--- src/rtl/pvs_pkg.sv ---
// Shared types and helpers for the pump/valve sequencer.
//   state_t    : sequencer FSM states
//   phase_t    : pump phase index, wide enough for any practical PHASES
//   next_phase : one-step phase advance with wrap, forward or reverse
package pvs_pkg;

  localparam int PH_W = 8;

  typedef logic [PH_W-1:0] phase_t;

  typedef enum logic [1:0] {
    IDLE  = 2'd0,
    RUN   = 2'd1,
    FLUSH = 2'd2,
    DONE  = 2'd3
  } state_t;

  // Forward walks 0,1,..,P-1,0; reverse walks 0,P-1,..,1,0.
  function automatic phase_t next_phase(input phase_t phase, input logic dir,
                                        input int phases);
    phase_t last;
    last = phase_t'(phases - 1);
    if (!dir)
      next_phase = (phase == last) ? '0 : phase + 1'b1;
    else
      next_phase = (phase == '0) ? last : phase - 1'b1;
  endfunction

endpackage

--- src/rtl/pump_phase_gen.sv ---
// One-cold pattern generator for a single peristaltic pump.
//   phase   in  : shared phase index
//   en      in  : pump driven this cycle
//   pattern out : PHASES-bit drive, bit == phase is 0 (open), all others 1;
//                 all 1s when not enabled
module pump_phase_gen
  import pvs_pkg::*;
#(
  parameter int PHASES = 3
) (
  input  phase_t            phase,
  input  logic              en,
  output logic [PHASES-1:0] pattern
);

  always_comb begin
    pattern = '1;
    if (en) begin
      for (int k = 0; k < PHASES; k++) begin
        if (phase == phase_t'(k)) pattern[k] = 1'b0;
      end
    end
  end

endmodule

--- src/rtl/pump_valve_sequencer.sv ---
// Step sequencer for the pneumatic valve and peristaltic pump lines of an
// MFDA chip. One command per handshake: valve pattern, pumps to run,
// direction, stroke count and per-phase dwell. Drives the lines for the step,
// then pulses done (qualified by aborted).
// Optional build macro PVS_FLUSH_EN adds a FLUSH_CYC-cycle flush phase after
// RUN and the valve_flush / pump_flush ports.
// Ports:
//   clk, rst          clock, synchronous active-high reset
//   cmd_valid/ready   step command handshake (ready only in IDLE)
//   cmd_valves        valve pattern for the step (1 = closed)
//   cmd_pump_en       per-pump run enable
//   cmd_dir           0 forward, 1 reverse
//   cmd_strokes       full pump cycles, 0 = dwell-only step
//   cmd_div           each phase held cmd_div+1 cycles
//   abort             end the current step early
//   valve_ctrl        registered valve drive
//   pump_ctrl         registered pump drive, pump i at [i*PHASES +: PHASES]
//   busy, done, aborted  step status
//   valve_flush, pump_flush  flush drive (PVS_FLUSH_EN only)
module pump_valve_sequencer
  import pvs_pkg::*;
#(
  parameter int N_VALVES  = 11,
  parameter int N_PUMPS   = 1,
  parameter int PHASES    = 3,
  parameter int CNT_W     = 16,
  parameter int DIV_W     = 8,
  parameter int FLUSH_CYC = 4
) (
  input  logic                        clk,
  input  logic                        rst,
  input  logic                        cmd_valid,
  output logic                        cmd_ready,
  input  logic [N_VALVES-1:0]         cmd_valves,
  input  logic [N_PUMPS-1:0]          cmd_pump_en,
  input  logic                        cmd_dir,
  input  logic [CNT_W-1:0]            cmd_strokes,
  input  logic [DIV_W-1:0]            cmd_div,
  input  logic                        abort,
  output logic [N_VALVES-1:0]         valve_ctrl,
  output logic [N_PUMPS*PHASES-1:0]   pump_ctrl,
  output logic                        busy,
  output logic                        done,
  output logic                        aborted
`ifdef PVS_FLUSH_EN
  ,
  output logic [N_VALVES-1:0]         valve_flush,
  output logic [N_PUMPS*PHASES-1:0]   pump_flush
`endif
);

  localparam int FL_W = (FLUSH_CYC > 1) ? $clog2(FLUSH_CYC) : 1;

  state_t             state;
  phase_t             phase_r;
  phase_t             ph_cnt_r;
  logic [DIV_W-1:0]   timer_r;
  logic [CNT_W-1:0]   strokes_r;

  // Step fields captured at accept; only meaningful while a step runs.
  logic [N_PUMPS-1:0] pump_en_r;
  logic               dir_r;
  logic [DIV_W-1:0]   div_r;
`ifdef PVS_FLUSH_EN
  logic [N_VALVES-1:0] valves_r;
  logic [FL_W-1:0]     flush_cnt_r;
`endif

  logic                      accept;
  logic                      tick;
  logic                      stroke_end;
  logic                      run_end;
  logic                      abort_hit;
  logic                      nat_end;
  logic                      to_done;
  phase_t                    phase_nxt;
  logic                      pump_on_nxt;
  logic [N_PUMPS-1:0]        pump_en_nxt;
  logic [N_PUMPS*PHASES-1:0] pump_pattern;

  assign cmd_ready = (state == IDLE);
  assign accept    = (state == IDLE) && cmd_valid;

  always_comb begin
    tick       = (timer_r == '0);
    stroke_end = tick && (ph_cnt_r == phase_t'(PHASES - 1));
    // Dwell-only steps end after one divider period; pumping steps end on
    // the final phase of the final stroke.
    run_end    = (strokes_r == '0) ? tick
                                   : (stroke_end && (strokes_r == CNT_W'(1)));
    abort_hit  = abort && ((state == RUN) || (state == FLUSH));
`ifdef PVS_FLUSH_EN
    nat_end    = (state == FLUSH) && (flush_cnt_r == '0);
`else
    nat_end    = (state == RUN) && run_end;
`endif
    to_done    = abort_hit || nat_end;
  end

  // Next-cycle pump drive is decided here so pump_ctrl can be registered
  // and still line up with the state it belongs to.
  always_comb begin
    phase_nxt   = phase_r;
    pump_on_nxt = 1'b0;
    pump_en_nxt = pump_en_r;
    case (state)
      IDLE: begin
        if (cmd_valid) begin
          phase_nxt   = '0;
          pump_on_nxt = (cmd_strokes != '0);
          pump_en_nxt = cmd_pump_en;
        end
      end
      RUN: begin
        if (!abort && !run_end) begin
          pump_on_nxt = (strokes_r != '0);
          if (tick) phase_nxt = next_phase(phase_r, dir_r, PHASES);
        end
      end
      default: ;
    endcase
  end

  for (genvar i = 0; i < N_PUMPS; i++) begin : g_pump
    pump_phase_gen #(
      .PHASES (PHASES)
    ) u_phase_gen (
      .phase   (phase_nxt),
      .en      (pump_on_nxt && pump_en_nxt[i]),
      .pattern (pump_pattern[i*PHASES +: PHASES])
    );
  end

  // Command capture: data only, loaded on accept.
  always_ff @(posedge clk) begin
    if (accept) begin
      pump_en_r <= cmd_pump_en;
      dir_r     <= cmd_dir;
      div_r     <= cmd_div;
`ifdef PVS_FLUSH_EN
      valves_r  <= cmd_valves;
`endif
    end
  end

  // Sequencer FSM with registered outputs.
  always_ff @(posedge clk) begin
    if (rst) begin
      state       <= IDLE;
      phase_r     <= '0;
      ph_cnt_r    <= '0;
      timer_r     <= '0;
      strokes_r   <= '0;
      valve_ctrl  <= '1;
      pump_ctrl   <= '1;
      busy        <= 1'b0;
      done        <= 1'b0;
      aborted     <= 1'b0;
`ifdef PVS_FLUSH_EN
      flush_cnt_r <= '0;
      valve_flush <= '0;
      pump_flush  <= '0;
`endif
    end else begin
      done      <= 1'b0;
      phase_r   <= phase_nxt;
      pump_ctrl <= pump_pattern;
      case (state)
        IDLE: begin
          if (cmd_valid) begin
            state      <= RUN;
            busy       <= 1'b1;
            valve_ctrl <= cmd_valves;
            timer_r    <= cmd_div;
            ph_cnt_r   <= '0;
            strokes_r  <= cmd_strokes;
          end
        end
        RUN: begin
          if (tick) begin
            timer_r  <= div_r;
            ph_cnt_r <= (ph_cnt_r == phase_t'(PHASES - 1)) ? '0
                                                           : ph_cnt_r + 1'b1;
            if (stroke_end && (strokes_r != '0)) strokes_r <= strokes_r - 1'b1;
          end else begin
            timer_r <= timer_r - 1'b1;
          end
`ifdef PVS_FLUSH_EN
          if (run_end) begin
            state       <= FLUSH;
            valve_ctrl  <= '1;
            flush_cnt_r <= FL_W'(FLUSH_CYC - 1);
            valve_flush <= ~valves_r;
            for (int i = 0; i < N_PUMPS; i++)
              pump_flush[i*PHASES +: PHASES] <= {PHASES{pump_en_r[i]}};
          end
`endif
        end
        FLUSH: begin
`ifdef PVS_FLUSH_EN
          if (flush_cnt_r != '0) flush_cnt_r <= flush_cnt_r - 1'b1;
`endif
        end
        DONE: begin
          state   <= IDLE;
          aborted <= 1'b0;
        end
        default: state <= IDLE;
      endcase

      // Step end: abort wins over a coincident natural end.
      if (to_done) begin
        state      <= DONE;
        busy       <= 1'b0;
        done       <= 1'b1;
        aborted    <= abort_hit;
        valve_ctrl <= '1;
`ifdef PVS_FLUSH_EN
        valve_flush <= '0;
        pump_flush  <= '0;
`endif
      end
    end
  end

endmodule
--- config.mk ---
export PLATFORM = sky130hd
export DESIGN_NAME = pump_valve_sequencer
export DESIGN_NICKNAME = d
export VERILOG_FILES = /design/src/rtl/pvs_pkg.sv /design/src/rtl/pump_phase_gen.sv /design/src/rtl/pump_valve_sequencer.sv
export SDC_FILE = /design/constraint.sdc
export NUM_CORES = 1
export LEC_CHECK = 0
export ABC_AREA = 1
export BUFFER_PORTS_ARGS = -buffer_cell sky130_fd_sc_hd__buf_2
export CORE_MARGIN = 3
export CORE_UTILIZATION = 48
export CTS_BUF_LIST = sky130_fd_sc_hd__clkbuf_4
export DETAILED_ROUTE_END_ITERATION = 6
export GPL_TIMING_DRIVEN = 0
export PLACE_DENSITY = 0.69
export SKIP_CTS_REPAIR_TIMING = 1
export SLEW_MARGIN = 15
export SYNTH_ARGS = -nofsm -noshare
export SYNTH_HDL_FRONTEND = slang
export SYNTH_SLANG_ARGS = --single-unit
--- constraint.sdc ---
create_clock -name clk -period 2.7 [get_ports clk]
set_input_delay 0.54 -clock clk [delete_from_list [all_inputs] [get_ports clk]]
set_output_delay 0.54 -clock clk [all_outputs]
set_load 0.01 [all_outputs]
==> impl_results.html <==
<table>
<tr><th>Metric</th><th>Value</th></tr>
<tr><th colspan="2">Status</th></tr>
<tr><td>Status</td><td>finished clean</td></tr>
<tr><th colspan="2">Yosys</th></tr>
<tr><td>Post-synthesis mux area share</td><td>0%</td></tr>
<tr><td>Simple-gate area share of the yosys netlist</td><td>33.7%</td></tr>
<tr><td>Post-synthesis sequential element count</td><td>69</td></tr>
<tr><td>Fraction of the yosys area taken by sequential cells</td><td>35.6%</td></tr>
<tr><td>Post-synthesis net count</td><td>656</td></tr>
<tr><td>Adder and majority gate portion of the synthesized area</td><td>4.51%</td></tr>
<tr><td>Cell area after synthesis</td><td>4160 um^2</td></tr>
<tr><td>Combinational family with the most area after synthesis</td><td>simple AND/OR/NAND/NOR gates</td></tr>
<tr><td>Number of warnings reported in the yosys synthesis log</td><td>0</td></tr>
<tr><td>Number of unique standard cell types used by synthesis</td><td>42</td></tr>
<tr><td>Average footprint of a synthesized cell</td><td>6.93 um^2</td></tr>
<tr><td>Compound-Gate Fraction of Synth Area</td><td>15.9%</td></tr>
<tr><td>Share of flip-flops with an asynchronous set or reset after synthesis</td><td>0%</td></tr>
<tr><td>Number of enable-type register cells in the synthesized netlist</td><td>10</td></tr>
<tr><td>Xor/xnor cell area share of the yosys netlist</td><td>2.11%</td></tr>
<tr><td>Synth Flop Type</td><td>dfxtp_1</td></tr>
<tr><td>Cells after Synth</td><td>600</td></tr>
<tr><th colspan="2">Drt</th></tr>
<tr><td>Via total after detailed routing</td><td>4,162</td></tr>
<tr><td>Total wirelength of the detailed-routed design</td><td>10.6 mm</td></tr>
<tr><td>Final routed wire length divided by cell count</td><td>13.6 um</td></tr>
<tr><td>DRC viols</td><td>0</td></tr>
<tr><td>Antenna violation net count after detailed routing</td><td>0</td></tr>
<tr><td>Length of the first detailed-routing pass in iterations</td><td>4</td></tr>
<tr><td>Detailed route wirelength on metal2</td><td>5.02 mm</td></tr>
<tr><td>Uppermost signal routing layer after detailed routing</td><td>met4</td></tr>
<tr><td>Initial DRC count</td><td>247</td></tr>
<tr><td>Routed length on met1</td><td>4.75 mm</td></tr>
<tr><td>DR WL met3</td><td>642 um</td></tr>
<tr><td>Mean number of vias per cell</td><td>5.34</td></tr>
<tr><th colspan="2">Floorplan</th></tr>
<tr><td>Effective utilization at floorplan</td><td>50.1%</td></tr>
<tr><td>IO Count</td><td>59</td></tr>
<tr><td>Floorplan die area</td><td>9820 um^2</td></tr>
<tr><td>Height of the die</td><td>99.1 um</td></tr>
<tr><td>Overall die width</td><td>99.1 um</td></tr>
<tr><td>Floorplan row count</td><td>33</td></tr>
<tr><td>Std-Cell Core Area</td><td>8300 um^2</td></tr>
<tr><th colspan="2">Clock network</th></tr>
<tr><td>Clock network latency to the later pin of the worst-skew pair</td><td>0.42 ns</td></tr>
<tr><td>Number of buffers on the longest clock path</td><td>2</td></tr>
<tr><td>Cell chosen for the clock root</td><td>clkbuf_4</td></tr>
<tr><td>CTS H-tree depth</td><td>3</td></tr>
<tr><td>Clock tree sinks</td><td>69</td></tr>
<tr><td>Clock tree from TritonCTS</td><td>yes</td></tr>
<tr><td>Clock Pin Slew Worst Setup and Hold Paths</td><td>0.12 ns</td></tr>
<tr><td>CTS Buf Count</td><td>9</td></tr>
<tr><th colspan="2">Worst setup path</th></tr>
<tr><td>CP Data Arrival Time</td><td>2.60 ns</td></tr>
<tr><td>Reg-to-reg endpoint</td><td>strokes_r[5]</td></tr>
<tr><td>Worst setup EP type</td><td>flip-flop</td></tr>
<tr><td>Crit. Startpoint</td><td>state[1]</td></tr>
<tr><td>FF-to-FF path depth</td><td>11</td></tr>
<tr><td>Worst reg2reg setup slack</td><td>0.41 ns</td></tr>
<tr><td>Type of the worst setup path</td><td>reg2reg</td></tr>
<tr><td>Crit Path Max Fanout</td><td>10</td></tr>
<tr><td>Capture point of the worst path</td><td>strokes_r[5]</td></tr>
<tr><td>Worst R2R Start</td><td>state[1]</td></tr>
<tr><td>Element type at the critical path start</td><td>flip-flop</td></tr>
<tr><td>CP Data Required Time</td><td>3.01 ns</td></tr>
<tr><th colspan="2">Finish</th></tr>
<tr><td>Layout cell share with drive strength beyond 1</td><td>18.0%</td></tr>
<tr><td>Signed area change from the synthesized netlist to the final layout</td><td>13.0%</td></tr>
<tr><td>Final net count</td><td>725</td></tr>
<tr><td>Post-route core utilization</td><td>56.6%</td></tr>
<tr><td>Fillers</td><td>831</td></tr>
<tr><td>Ant. Diodes</td><td>0</td></tr>
<tr><th colspan="2">Timing</th></tr>
<tr><td>Rel. slew slack</td><td>34.4%</td></tr>
<tr><td>Setup Viol. Count Final</td><td>0</td></tr>
<tr><td>Fmax</td><td>436 MHz</td></tr>
<tr><td>Setup repair after global routing missed its margin</td><td>no</td></tr>
<tr><td>Fin Clk Skew</td><td>0.0108 ns</td></tr>
<tr><td>Final setup slack of the worst path</td><td>0.405 ns</td></tr>
<tr><td>Setup tns final</td><td>0 ns</td></tr>
<tr><td>Shortest period the worst path allows</td><td>2.29 ns</td></tr>
<tr><td>Number of hold violations in the final report</td><td>0</td></tr>
<tr><td>Slew Limit Fails</td><td>0</td></tr>
<tr><td>Pin slew with the least headroom to its limit</td><td>0.984 ns</td></tr>
<tr><td>Final cycle utilization of the critical path</td><td>85.0%</td></tr>
<tr><th colspan="2">Place</th></tr>
<tr><td>Final weighted congestion in routability-driven placement</td><td>0.890</td></tr>
<tr><td>Placement-stage worst setup slack</td><td>0.464 ns</td></tr>
<tr><td>Port Buffers</td><td>58</td></tr>
<tr><td>Post-detail-place hpwl</td><td>8.02 mm</td></tr>
<tr><th colspan="2">Job</th></tr>
<tr><td>Maximum capacitance violations</td><td>0</td></tr>
<tr><th colspan="2">GRT</th></tr>
<tr><td>Initial antenna violation count</td><td>0</td></tr>
<tr><td>Final global-route overflow total</td><td>0</td></tr>
<tr><td>Pin count of the biggest net entering global routing</td><td>20</td></tr>
<tr><td>Vias in the first global route</td><td>3,979</td></tr>
<tr><td>Gr usage total</td><td>22.3%</td></tr>
<tr><td>Global-route wire length before repair</td><td>17.9 mm</td></tr>
<tr><th colspan="2">Pwr</th></tr>
<tr><td>Final total power</td><td>3990 uW</td></tr>
<tr><td>P_leak</td><td>0.00217 uW</td></tr>
<tr><td>PD cells</td><td>850 nW/um^2</td></tr>
<tr><td>Worst IR drop on VDD</td><td>0.446 mV</td></tr>
<tr><th colspan="2">Hold path</th></tr>
<tr><td>Worst hold path type</td><td>in2reg</td></tr>
</table>
through the flow:
step                hold WS [ns]  cell area, um^2  instances
floorplan                  0.458             4160        600
global placement           0.452             4580        763
detailed placement         0.452             4580        763
CTS                        0.273             4700        779
global route               0.259             4700        779
finish                     0.292             4700        779
layer usage:
| metal | track usage, % | vias to the layer above |
|---|---|---|
| met4 | 6.41 | 0 |
| met3 | 4.74 | 18 |
| met5 | 0 | - |
| met1 | 29.4 | 1904 |
| li1 | - | 2130 |
| met2 | 37.0 | 110 |
Yosys cell counts (5+ instances only):
master | count | area [um^2]
a21oi_1 | 45 | 225
a221oi_1 | 5 | 43.8
a31oi_1 | 7 | 43.8
buf_2 | 7 | 35.0
clkbuf_1 | 11 | 41.3
dfxtp_1 | 59 | 1180
edfxtp_1 | 10 | 300
ha_1 | 15 | 188
inv_1 | 50 | 188
inv_2 | 10 | 37.5
nand2_1 | 171 | 642
nand3_1 | 44 | 220
nand3_2 | 6 | 60.1
nand4_1 | 5 | 31.3
nor2_1 | 53 | 199
nor2_2 | 9 | 56.3
nor3_1 | 6 | 30.0
nor4_1 | 5 | 31.3
o211ai_1 | 6 | 45.0
o21ai_0 | 34 | 170
xor2_1 | 8 | 70.1
worst max-delay path, stage by stage, from the launching register on:
cell,delay (ns)
dfxtp_1,0.36
inv_1,0.09
ha_1,0.22
inv_1,0.10
o21ai_2,0.40
inv_2,0.19
o21ai_2,0.13
o21bai_4,0.19
inv_4,0.10
buf_6,0.16
o21ai_0,0.17
nor2_1,0.05
cell type report:
class	count	area, um^2	share of cell area, %
clock buffer	9	67.6	1.44
multi-input combinational	448	2340	49.8
timing repair buffer	58	290	6.18
sequential	69	1480	31.5
buffer	21	103	2.18
inverter	62	235	5.01
clock inverter	7	50.0	1.07
tap	105	131	2.80
cell usage in the layout (no fill, tap or decap), types with 6 or more instances in the layout:
cell and n:
nor2_2 9, dfxtp_1 59, xor2_1 8, clkbuf_1 11, nand3_2 6, nand3_1 44, nor3_1 6, inv_1 50
a21oi_1 45, o211ai_1 6, inv_2 10, clkbuf_4 9, buf_2 65, edfxtp_1 10, nor2_1 53, o21ai_0 34
nand2_1 171, ha_1 15, a31oi_1 7
report_power, final:
group | internal [uW] | switching [uW] | total [uW]
registers | 1250 | 160 | 1410
logic | 674 | 1320 | 1990
clock network | 192 | 404 | 596
total | 2110 | 1880 | 3990
sequential cells by signal, indices dropped and copies added, names as in the netlist:
register	cells
ph_cnt_r	8
dir_r	1
done	1
phase_r	8
div_r	8
timer_r	8
state	2
pump_en_r	1
strokes_r	16
aborted	1
busy	1
pump_ctrl	3
valve_ctrl	11
how the worst min path moves through the flow:
stage / start / to / cells after the start
2_1_floorplan: strokes_r[13] / strokes_r[13] / 2
3_3_place_gp: valve_ctrl[1] / valve_ctrl[1] / 2
3_5_place_dp: busy / busy / 1
4_1_cts: cmd_dir / dir_r / 1
5_1_grt: cmd_div[5] / div_r[5] / 1
6_report: cmd_dir / dir_r / 1
cell families (layout without fill, tap and decap cells):
kind of cell / after synthesis / after routing
simple gates: 311 / 311
xor+xnor: 10 / 10
buf+inv: 83 / 157
fa+ha+maj: 15 / 15
flops: 69 / 69
compound gates: 112 / 112
Note: power is estimated with default switching activity, not from simulation.
